$ cat src/rtl/clock_pkg.sv
// Shared types, field widths and limits for the time-of-day counter.
// Also provides the 24-h to 12-h display conversion.
package clock_pkg;

  typedef enum logic {CLK_SET, CLK_RUN} tmod_t;

  localparam int unsigned SEC_W    = 6;
  localparam int unsigned MIN_W    = 6;
  localparam int unsigned HR_W     = 5;

  localparam int unsigned SEC_MAX  = 59;
  localparam int unsigned MIN_MAX  = 59;
  localparam int unsigned HR_MAX   = 23;
  localparam int unsigned HALF_DAY = 12;

  // Returns {pm, hr12}: 0 -> 12 AM, 12 -> 12 PM, 13..23 -> 1..11 PM.
  function automatic logic [HR_W:0] to_12h(input logic [HR_W-1:0] hr24);
    logic            pm;
    logic [HR_W-1:0] h12;
    pm = (hr24 >= HR_W'(HALF_DAY));
    if ((hr24 == '0) || (hr24 == HR_W'(HALF_DAY))) begin
      h12 = HR_W'(HALF_DAY);
    end else if (pm) begin
      h12 = hr24 - HR_W'(HALF_DAY);
    end else begin
      h12 = hr24;
    end
    return {pm, h12};
  endfunction

endpackage

$ cat src/rtl/tick_gen.sv
// 1 Hz prescaler: counts 0..CLK_HZ-1 while enabled, pulses tick on the last count.
// Held at zero whenever enable is low so the first tick lands CLK_HZ cycles after enabling.
module tick_gen #(
  parameter int unsigned CLK_HZ = 50_000_000
) (
  input  logic clk,
  input  logic rst,
  input  logic enable,
  output logic tick
);

  localparam int unsigned CTR_W = (CLK_HZ > 1) ? $clog2(CLK_HZ) : 1;
  localparam logic [CTR_W-1:0] CNT_MAX = CTR_W'(CLK_HZ - 1);

  logic [CTR_W-1:0] count_q;
  logic [CTR_W-1:0] count_d;
  logic             wrap;

  assign wrap = (count_q == CNT_MAX);
  assign tick = enable & wrap;

  always_comb begin
    count_d = count_q;
    if (!enable || wrap) begin
      count_d = '0;
    end else begin
      count_d = count_q + CTR_W'(1);
    end
  end

  always_ff @(posedge clk or posedge rst) begin
    if (rst) begin
      count_q <= '0;
    end else begin
      count_q <= count_d;
    end
  end

endmodule

$ cat src/rtl/rtc_timekeeper.sv
// hh:mm:ss time-of-day counter with RUN/SET mode, edge-detected set buttons,
// 12/24-hour display mapping and a single-cycle alarm pulse.
module rtc_timekeeper
  import clock_pkg::*;
#(
  parameter int unsigned CLK_HZ = 50_000_000
) (
  input  logic              clk,
  input  logic              rst,
  input  logic              run_toggle,
  input  logic              set_min,
  input  logic              set_hr,
  input  logic              mode_12h,
  input  logic              alarm_en,
  input  logic [HR_W-1:0]   alarm_hr,
  input  logic [MIN_W-1:0]  alarm_min,
  output logic [SEC_W-1:0]  sec,
  output logic [MIN_W-1:0]  min,
  output logic [HR_W-1:0]   hr,
  output logic              pm,
  output logic              running,
  output logic              tick_1hz,
  output logic              alarm_hit
);

  tmod_t             mode_q;
  logic              rt_q, sm_q, sh_q;
  logic [SEC_W-1:0]  sec_q, sec_d;
  logic [MIN_W-1:0]  min_q, min_d;
  logic [HR_W-1:0]   hr_q, hr_d;
  logic              alarm_q, alarm_d;
  logic              rt_stb, sm_stb, sh_stb;
  logic              tick;
  logic [HR_W:0]     disp12;

  tick_gen #(
    .CLK_HZ (CLK_HZ)
  ) u_tick_gen (
    .clk    (clk),
    .rst    (rst),
    .enable (mode_q == CLK_RUN),
    .tick   (tick)
  );

  // Set strobes coinciding with a mode toggle are dropped.
  assign rt_stb = run_toggle & ~rt_q;
  assign sm_stb = set_min & ~sm_q & ~rt_stb;
  assign sh_stb = set_hr & ~sh_q & ~rt_stb;

  always_comb begin
    sec_d = sec_q;
    min_d = min_q;
    hr_d  = hr_q;
    if (mode_q == CLK_RUN) begin
      if (tick) begin
        if (sec_q == SEC_W'(SEC_MAX)) begin
          sec_d = '0;
          if (min_q == MIN_W'(MIN_MAX)) begin
            min_d = '0;
            hr_d  = (hr_q == HR_W'(HR_MAX)) ? '0 : hr_q + HR_W'(1);
          end else begin
            min_d = min_q + MIN_W'(1);
          end
        end else begin
          sec_d = sec_q + SEC_W'(1);
        end
      end
    end else begin
      if (sm_stb) begin
        sec_d = '0;
        min_d = (min_q == MIN_W'(MIN_MAX)) ? '0 : min_q + MIN_W'(1);
      end
      if (sh_stb) begin
        hr_d = (hr_q == HR_W'(HR_MAX)) ? '0 : hr_q + HR_W'(1);
      end
    end
  end

  // Alarm is judged on the time a tick produces, so SET edits never fire it.
  always_comb begin
    alarm_d = (mode_q == CLK_RUN) && tick && alarm_en &&
              (hr_d == alarm_hr) && (min_d == alarm_min) && (sec_d == '0);
  end

  always_ff @(posedge clk or posedge rst) begin
    if (rst) begin
      mode_q  <= CLK_SET;
      rt_q    <= 1'b0;
      sm_q    <= 1'b0;
      sh_q    <= 1'b0;
      sec_q   <= '0;
      min_q   <= '0;
      hr_q    <= '0;
      alarm_q <= 1'b0;
    end else begin
      rt_q    <= run_toggle;
      sm_q    <= set_min;
      sh_q    <= set_hr;
      if (rt_stb) begin
        mode_q <= (mode_q == CLK_SET) ? CLK_RUN : CLK_SET;
      end
      sec_q   <= sec_d;
      min_q   <= min_d;
      hr_q    <= hr_d;
      alarm_q <= alarm_d;
    end
  end

  assign disp12    = to_12h(hr_q);
  assign hr        = mode_12h ? disp12[HR_W-1:0] : hr_q;
  assign pm        = mode_12h & disp12[HR_W];
  assign sec       = sec_q;
  assign min       = min_q;
  assign running   = (mode_q == CLK_RUN);
  assign tick_1hz  = tick;
  assign alarm_hit = alarm_q;

endmodule

$ cat config.mk
export PLATFORM = sky130hd
export DESIGN_NAME = rtc_timekeeper
export DESIGN_NICKNAME = d
export VERILOG_FILES = /design/src/rtl/clock_pkg.sv /design/src/rtl/tick_gen.sv /design/src/rtl/rtc_timekeeper.sv
export SDC_FILE = /design/constraint.sdc
export NUM_CORES = 1
export LEC_CHECK = 0
export ABC_AREA = 0
export CAP_MARGIN = 20
export CORE_AREA = 8 8 108 110
export CTS_CLUSTER_SIZE = 20
export DETAILED_ROUTE_END_ITERATION = 7
export DIE_AREA = 0 0 116 118
export GPL_TIMING_DRIVEN = 0
export HOLD_SLACK_MARGIN = 0.05
export SETUP_SLACK_MARGIN = 0.05
export SYNTH_ARGS = -nofsm -noshare
export SYNTH_HDL_FRONTEND = slang
export SYNTH_SLANG_ARGS = --single-unit
$ cat constraint.sdc
create_clock -name clk -period 3.3 [get_ports clk]
set_input_delay 0.66 -clock clk [delete_from_list [all_inputs] [get_ports clk]]
set_output_delay 0.66 -clock clk [all_outputs]
set_load 0.005 [all_outputs]
; Yosys cells after proc, flatten, opt, wreduce, memory -nomap -nowiden
; Index checks and enable logic that the tools add are counted.
[classes]
addsub = 5
magnitude_cmp = 1
eq_ne = 7
mux = 20
bitwise_logic = 11
reduce_logical = 10
[ops]
columns = operator, n
row1 = 2-to-1 mux 6 bit, 9
row2 = 2-to-1 mux 5 bit, 9
row3 = adder 26 x 1 -> 26 bit (second input constant), 1
row4 = == test 26 bit (second input constant), 1
row5 = 2-to-1 mux 26 bit, 1
row6 = adder 6 x 1 -> 6 bit (second input constant), 2
row7 = == test 6 bit (second input constant), 2
row8 = AND 1 bit, 7
row9 = == test 6 bit, 1
row10 = zero test 6 bit, 1
row11 = adder 5 x 1 -> 5 bit (second input constant), 1
row12 = == test 5 x 4 -> 1 bit (second input constant), 1
row13 = == test 5 bit, 1
row14 = == test 5 bit (second input constant), 1
row15 = >= comparator 5 x 4 -> 1 bit (second input constant), 1
row16 = logical AND 1 bit, 5
row17 = zero test 5 bit, 1
row18 = subtractor 5 x 4 -> 5 bit (second input constant), 1
row19 = NOT 1 bit, 4
row20 = logical OR 1 bit, 2
row21 = zero test 1 bit, 1
row22 = 2-to-1 mux 1 bit, 1
[totals]
regBits = 48
output_inout_bits = 21

; Logic depth before layout (Yosys ltp)
; Gate-level depths: netlist of the first run.
[depth]
depth_word = 10
depth_mapped = 10
ltp_nobuf = 10

; Hierarchy
; From an unflattened synthesis of the first run, not the netlist that was laid out.
[hier_totals]
cells_unflattened = 344
area_unflattened_um2 = 3173.0
[modules_own_cells]
columns = mod, instances, cells_per_inst, area_per_inst_um2, seq_area_each_um2
row1 = rtc_timekeeper, 1, 185, 1667.8, 550.5
row2 = tick_gen, 1, 159, 1505.2, 650.6

; Least setup slack after synthesis of the first run
; Ideal clock, no wire load.
[synth_timing]
kind = reg-to-reg
start = register u_tick_gen.count_q[0]
end = register alarm_q (netlist: alarm_hit)
setup_time_ns = 0.096
t_arrival_ns = 2.637
required_ns = 3.204
slack_ns = 0.567
path_stages_with_launch = 11
synth_period_minus_slack_ns = 2.733
path_cell_list = dfrtp_1 -> ha_1 -> nand4_2 -> or4_4 -> or2_0 -> buf_6 -> o311ai_4 -> o31ai_2 -> a2111oi_4 -> nand4_1 -> nor4_2
[synth_lines]
columns = item, line
row1 = "start, declared", tick_gen.sv:15  ; logic [CTR_W-1:0] count_q;
row2 = "start signal, assigned", tick_gen.sv:35  ; count_q <= count_d;
row3 = == test 26 bit, tick_gen.sv:19  ; assign wrap = (count_q == CNT_MAX);
row4 = AND 1 bit, tick_gen.sv:20  ; assign tick = enable & wrap;
row5 = 2-to-1 mux 6 bit, rtc_timekeeper.sv:55  ; if (tick) begin
row6 = 2-to-1 mux 6 bit, rtc_timekeeper.sv:54  ; if (mode_q == CLK_RUN) begin
row7 = via sec_d[5], rtc_timekeeper.sv:28  ; logic [SEC_W-1:0] sec_q, sec_d;
row8 = zero test 6 bit, rtc_timekeeper.sv:82  ; (hr_d == alarm_hr) && (min_d == alarm_min) && (sec_d == '0);
row9 = logical AND 1 bit, rtc_timekeeper.sv:82
row10 = via alarm_d, rtc_timekeeper.sv:31  ; logic alarm_q, alarm_d;
row11 = "end signal, assigned", rtc_timekeeper.sv:105  ; alarm_q <= alarm_d;
row12 = "end, declared", rtc_timekeeper.sv:31
; The timed path passes the listed nets, and every way through them passes these cells.
; A chain may end at the register's enable or synchronous reset.

; Worst setup path in the final report of the first run
[layout_timing]
start = register u_tick_gen.count_q[0]
end = output tick_1hz
[layout_between]
elab_chain_cells = 2
[layout_rtl]
columns = item, line
row1 = == test 26 bit, tick_gen.sv:19
row2 = AND 1 bit, tick_gen.sv:20
row3 = "end, declared", rtc_timekeeper.sv:22  ; output logic tick_1hz,
; No other way between the ends.

==> flow_summary.yaml, run 1 <==
outcome:
  status: "completed"
setup_path:
  cp_max_fo: 9
  worstPathCellList: "ha_2 > nand4_4 > or4_4 > or2_0 > buf_6 > inv_1 > clkdlybuf4s50_1"
  r2r-start: "u_tick_gen.count_q[0]$_DFF_PP0_"
  slowest_stage: "or4_4"
  critical_path_class: "reg2out"
  start_kind: "flop"
  worst-r2r-cell-count: 10
  max_stage_delay_ns: 0.53
  ff2ff_setup_slack_ns: 0.30
  critical_path_required_ns: 2.64
  path_delay_family: "simple AND/OR/NAND/NOR gates"
  worstPathArrival_ns: 2.49
  reg2reg_to: "alarm_hit$_DFF_PP0_"
  critPathCaptureType: "output pin"
  cp_num_buf_inv: 3
detailed_routing:
  wire_per_inst_um: 14.4
  dr.first_iter.drc_count: 147
  vias: 2507
  drtAntennaViolNets: 0
  dr.pass1.iters: 4
  drc: 0
  drt_wl_total_um: 7230
  vias_per_cell: 4.98
final_layout:
  syn_to_final_growth_pct: 24.2
  seq_area_mm2: 0.00120
  final_cell_mix: "dfrtp_1, nor2_1, clkdlybuf4s50_1"
  multiInputGateArea_mm2: 0.00163
  final_common_cell: "dfrtp_1"
  nFillCells: 1020
  nets: 393
  drive_above_1_share: 0.106
  antenna_cells: 0
  postLayoutCoreUtil: 0.360
hold_path:
  min_path_type: "reg2reg"
  hold_depth: 2
  holdPathEnd: "u_tick_gen.count_q[6]$_DFF_PP0_"
  min_from: "u_tick_gen.count_q[6]$_DFF_PP0_"
place:
  dp_hpwl_um: 5440
  port-buffer-count: 38
  place_congestion: 0.827
floorplanning:
  initial_core_util: 0.290
  num_io_pins: 39
  dieArea_mm2: 0.0137
  die_h_um: 118
  die-width_um: 116
  rows: 37
  core_mm2: 0.0100
power_and_ir_drop:
  vdd_drop_max_uv: 204
  combPwrFrac: 0.434
  clock_power_share: 0.168
  p_per_area_mw_per_mm2: 555
  p_switching_mw: 0.760
  leakagePower_nw: 1.44
  p_int_mw: 1.24
  seqPwrFrac: 0.398
  power_switching_share: 0.380
grt:
  antenna_found_initial: 0
  grt_overflow_total: 0
  grt_pass1_vias: 2485
  grt_max_degree: 27
  grt_pass1_wl_um: 12300
  grtUsageTotal: 0.109
sta:
  finalCriticalPeriod_ns: 3.15
  setup_viol: 0
  slew_headroom: 0.549
  fin_tns_setup_ns: 0
  tightest_slew_ns: 0.671
  grt_setup_unrepaired: "yes"
  finalHoldViolCount: 0
  timing.fmax_ghz: 0.318
  slew_violations: 0
  whs_ns: 0.560
  skew_ns: 0.0104
  period_share: 0.954
clock_network:
  cts-root-buf: "clkbuf_8"
  cts_buffer_depth: 2
  clk-insertion-delay-late_ns: 0.30
  cts_sinks: 48
  htreeDepth: 2
  path_clk_slew_ns: 0.09
  cts_tree: "built"
  numCtsBuffers: 5
yosys:
  synthAdderAreaFrac: 0.0345
  synthSimpleGateAreaFrac: 0.266
  synth_top_family_by_area: "simple AND/OR/NAND/NOR gates"
  syn_area_mm2: 0.00290
  synthCells: 319
  yosys_warnings: 0
  async_flop_share: 1.00
  syn_avg_cell_area_um2: 9.10
  synth-compound-area-share: 0.144
  muxShareOfSynthArea: 0.0224
  post_synth_num_cell_types: 54
  synthXorXnorAreaFrac: 0.0845
  synth_fp_nets: 345
  synth-seq-area-share: 0.414
  synth_seq_cells: 48
  ys.flop_type: "dfrtp_1"
  synth_edf_count: 0
job:
  maxCapViolCount: 0
-- synth_stat cells, types with 8 or more instances --
| master | instances | area share |
|---|---|---|
| xor2_1 | 13 | 0.039 |
| nand3_1 | 24 | 0.041 |
| and3_1 | 8 | 0.017 |
| nor2_1 | 38 | 0.049 |
| o21ai_0 | 17 | 0.029 |
| xnor2_1 | 15 | 0.045 |
| a21oi_1 | 14 | 0.024 |
| nand4_1 | 8 | 0.017 |
| dfrtp_1 | 48 | 0.41 |
| or3_1 | 8 | 0.017 |
| nand2_1 | 24 | 0.031 |
| ha_1 | 8 | 0.034 |
| inv_1 | 17 | 0.022 |
| nor3_1 | 9 | 0.016 |
-- layout make-up --
type	count	area share
multi-input cells	248	0.452
repair buffers	41	0.117
clock buffers	6	0.0201
inverters	17	0.0177
flip-flops and latches	48	0.333
plain buffers	6	0.0108
well taps	136	0.0472
clock inverters	1	0.00139
-- state kept, by name (all words and copies together) (netlist names) --
| register | cells |
|---|---|
| u_tick_gen.count_q | 26 |
| hr_q | 5 |
| rt_q | 1 |
| running | 1 |
| sec | 6 |
| sh_q | 1 |
| alarm_hit | 1 |
| sm_q | 1 |
| min | 6 |
-- power groups by stage --
stage	Combinational [mW]	Sequential, mW	Clock, mW
6_report	0.867	0.797	0.336
5_1_grt	0.966	0.815	0.368
4_1_cts	0.865	0.792	0.346
3_5_place_dp	0.855	0.803	0
3_3_place_gp	0.840	0.803	0
2_1_floorplan	0.517	0.778	0
-- repair_timing --
| action | 4_1_cts | 5_1_grt |
|---|---|---|
| resized for setup | 1 | 5 |
| hold buffers | 0 | 0 |
| endpoints found under the setup margin | 1 | 2 |
| pin swaps | 0 | 1 |
| cloned | 0 | 0 |
| setup buffers | 0 | 2 |
-- kinds of logic (layout without fill, tap and decap cells) --
| logic type | Yosys count | in the layout |
|---|---|---|
| AOI/OAI and AO/OA | 58 | 58 |
| xor gates and xnor gates | 28 | 28 |
| adders and majority gates | 8 | 8 |
| buffers and inverters | 23 | 71 |
| DFF | 48 | 48 |
| muxes | 6 | 6 |
| and+or+nand+nor | 148 | 148 |
-- worst max path at each step --
stage                               startpoint                  end  slack, ns  cells past startpoint
4_1_cts        u_tick_gen.count_q[0]$_DFF_PP0_             tick_1hz       0.05                      7
3_5_place_dp                        run_toggle  alarm_hit$_DFF_PP0_      -0.27                      9
3_3_place_gp                        run_toggle  alarm_hit$_DFF_PP0_      -0.27                      9
2_1_floorplan  u_tick_gen.count_q[0]$_DFF_PP0_  alarm_hit$_DFF_PP0_       0.57                     10
5_1_grt        u_tick_gen.count_q[1]$_DFF_PP0_             tick_1hz       0.04                      7
6_report       u_tick_gen.count_q[0]$_DFF_PP0_             tick_1hz       0.15                      7
-- layer usage --
| layer | track usage | vias up | routed length, µm |
|---|---|---|---|
| met5 | 0 | - | 0 |
| met4 | 0.0292 | 0 | 89 |
| met3 | 0.0226 | 8 | 315 |
| met2 | 0.184 | 39 | 3540 |
| met1 | 0.137 | 1212 | 3290 |
| li1 | - | 1248 | - |
-- metrics by stage --
stage,cells,instance area [µm²],power [mW],setup WS [ns]
final,503,3600,2.00,0.151
after global routing,503,3600,2.15,0.0432
after CTS,501,3560,2.00,0.0537
after detailed placement,494,3480,1.66,-0.266
after global placement,493,3450,1.64,-0.274
after floorplan,319,2900,1.30,0.567
-- tightest hold or removal path, stage by stage (launching register included) --
cell and delay (ns):
dfrtp_1 0.37, xnor2_1 0.12, nor2_1 0.04
No activity file was read; power rests on OpenSTA's default activity.
==> run 2, diff against run 1 <==
--- a/config.mk
+++ b/config.mk
@@ -7,10 +7,10 @@
 export LEC_CHECK = 0
 export ABC_AREA = 0
 export CAP_MARGIN = 20
-export CORE_AREA = 8 8 108 110
+export CORE_AREA = 8 8 136 88
 export CTS_CLUSTER_SIZE = 20
 export DETAILED_ROUTE_END_ITERATION = 7
-export DIE_AREA = 0 0 116 118
+export DIE_AREA = 0 0 144 96
 export GPL_TIMING_DRIVEN = 0
 export HOLD_SLACK_MARGIN = 0.05
 export SETUP_SLACK_MARGIN = 0.05
==> run 2 against run 1 <==
Against the previous run:
- critical path depth did not move
- combinational power rose by 1%
- hold slack got worse by 0.018 ns
- die area rose by 0.99%
- total power rose by 15%
- non-clock buffer count rose by 2
- via count rose by 0.16%
- largest power group unchanged
==> flow_summary.yaml, run 2 (synthesized netlist as in run 1, its figures left out) <==
sta:
  slew_headroom: 0.608
  finalHoldViolCount: 0
  grt_setup_unrepaired: "no"
  layout_setup_ws_ns: 0.125
  period_share: 0.962
  timing.fmax_ghz: 0.315
  slew_violations: 0
  setup_viol: 0
  skew_ns: 0.00488
  finalCriticalPeriod_ns: 3.18
  tightest_slew_ns: 0.583
setup_path:
  critPathCaptureType: "output pin"
  cp_max_fo: 9
  worstPathArrival_ns: 2.52
  start_kind: "flop"
  critical_path_required_ns: 2.64
  r2r-start: "u_tick_gen.count_q[0]$_DFF_PP0_"
  startpoint: "u_tick_gen.count_q[0]$_DFF_PP0_"
  critical_path_class: "reg2out"
floorplanning:
  num_io_pins: 39
  rows: 29
  initial_core_util: 0.289
  die-width_um: 144
  dieArea_mm2: 0.0138
  die_h_um: 96
  core_mm2: 0.0101
clock_network:
  cts-root-buf: "clkbuf_16"
  numCtsBuffers: 5
  htreeDepth: 2
  clk-insertion-delay-late_ns: 0.28
  cts_sinks: 48
  path_clk_slew_ns: 0.06
  cts_tree: "built"
  cts_buffer_depth: 2
final_layout:
  stdcell_count: 509
  multiInputGateArea_mm2: 0.00164
  nFillCells: 1033
  nets: 395
  postLayoutCoreUtil: 0.371
  fin_area_mm2: 0.00373
  drive_above_1_share: 0.124
  antenna_cells: 0
  syn_to_final_growth_pct: 28.6
  final_cell_mix: "dfrtp_1, clkdlybuf4s50_1, nor2_1"
  largest_reg_flops: 26
  regMostFlops: "u_tick_gen.count_q"
  seq_area_mm2: 0.00120
  final_common_cell: "dfrtp_1"
grt:
  grtUsageTotal: 0.112
  antenna_found_initial: 0
  grt_pass1_vias: 2421
  grt_overflow_total: 0
  grt_pass1_wl_um: 12200
  grt_max_degree: 34
place:
  dp.cells: 497
  place_congestion: 0.816
  dp_hpwl_um: 5620
  port-buffer-count: 38
  post-place-ws_ns: -0.115
  dpl-instance-area_mm2: 0.00348
detailed_routing:
  drc: 0
  wire_per_inst_um: 14.5
  route.met2.wl_um: 3060
  routed.top_layer: "met4"
  dr.first_iter.drc_count: 240
  vias_per_cell: 4.93
  drt_wl_total_um: 7380
  wirelength_met1_um: 3850
  drtAntennaViolNets: 0
  wl_met3_um: 414
  vias: 2511
  dr.pass1.iters: 4
hold_path:
  min_from: "u_tick_gen.count_q[25]$_DFF_PP0_"
  min_path_type: "reg2reg"
power_and_ir_drop:
  p_per_area_mw_per_mm2: 614
  vdd_drop_max_uv: 298
  leakagePower_nw: 1.49
outcome:
  status: "completed"
job:
  maxCapViolCount: 0
run 2: through the flow:
stage | power (mW) | setup TNS [ns] | hold slack (ns)
2_1_floorplan | 1.30 | 0 | 0.448
3_3_place_gp | 1.65 | -0.193 | 0.476
3_5_place_dp | 1.65 | -0.115 | 0.488
4_1_cts | 2.28 | 0 | 0.493
5_1_grt | 2.46 | 0 | 0.599
6_report | 2.29 | 0 | 0.542
run 2: area by class of cell:
class | instances | area share
multi-input cells | 248 | 0.440
flip-flops and latches | 48 | 0.322
repair buffers | 43 | 0.115
well taps | 139 | 0.0466
clock buffers | 7 | 0.0409
inverters | 17 | 0.0171
plain buffers | 6 | 0.0104
clock inverters | 1 | 0.00804
run 2: repair_timing:
| item | in CTS | in global routing |
|---|---|---|
| gates resized for setup | 0 | 9 |
| setup buffers | 0 | 4 |
| hold buffers | 0 | 0 |
| setup endpoints to repair | 0 | 2 |
run 2: worst paths after layout:
| kind | endpoint | slack, ns | cells after the start |
|---|---|---|---|
| min reg2reg | u_tick_gen.count_q[25]$_DFF_PP0_ | 0.54 | 2 |
| max | tick_1hz | 0.12 | 7 |
| max reg2reg | alarm_hit$_DFF_PP0_ | 0.31 | 10 |
| max in group asynchronous | alarm_hit$_DFF_PP0_ | 2.12 | 3 |
| min in group asynchronous | u_tick_gen.count_q[4]$_DFF_PP0_ | 0.68 | 2 |
| min | u_tick_gen.count_q[25]$_DFF_PP0_ | 0.54 | 2 |
run 2: metal layers:
metal,vias up,GRT usage
met5,-,0
li1,1242,-
met3,4,0.0317
met1,1210,0.161
met4,0,0.0313
met2,55,0.158
run 2: where the power goes:
| part | leakage (nW) | switching [mW] | internal [mW] |
|---|---|---|---|
| Clock | 0.0901 | 0.215 | 0.399 |
| Sequential | 0.628 | 0.125 | 0.673 |
| Combinational | 0.775 | 0.450 | 0.430 |
run 2: critical path, cell delays in order (launching register included):
cell	delay, ns
dfrtp_1	0.38
ha_2	0.25
nand4_4	0.12
or4_4	0.56
or2_0	0.23
buf_6	0.15
inv_1	0.05
clkdlybuf4s50_1	0.49
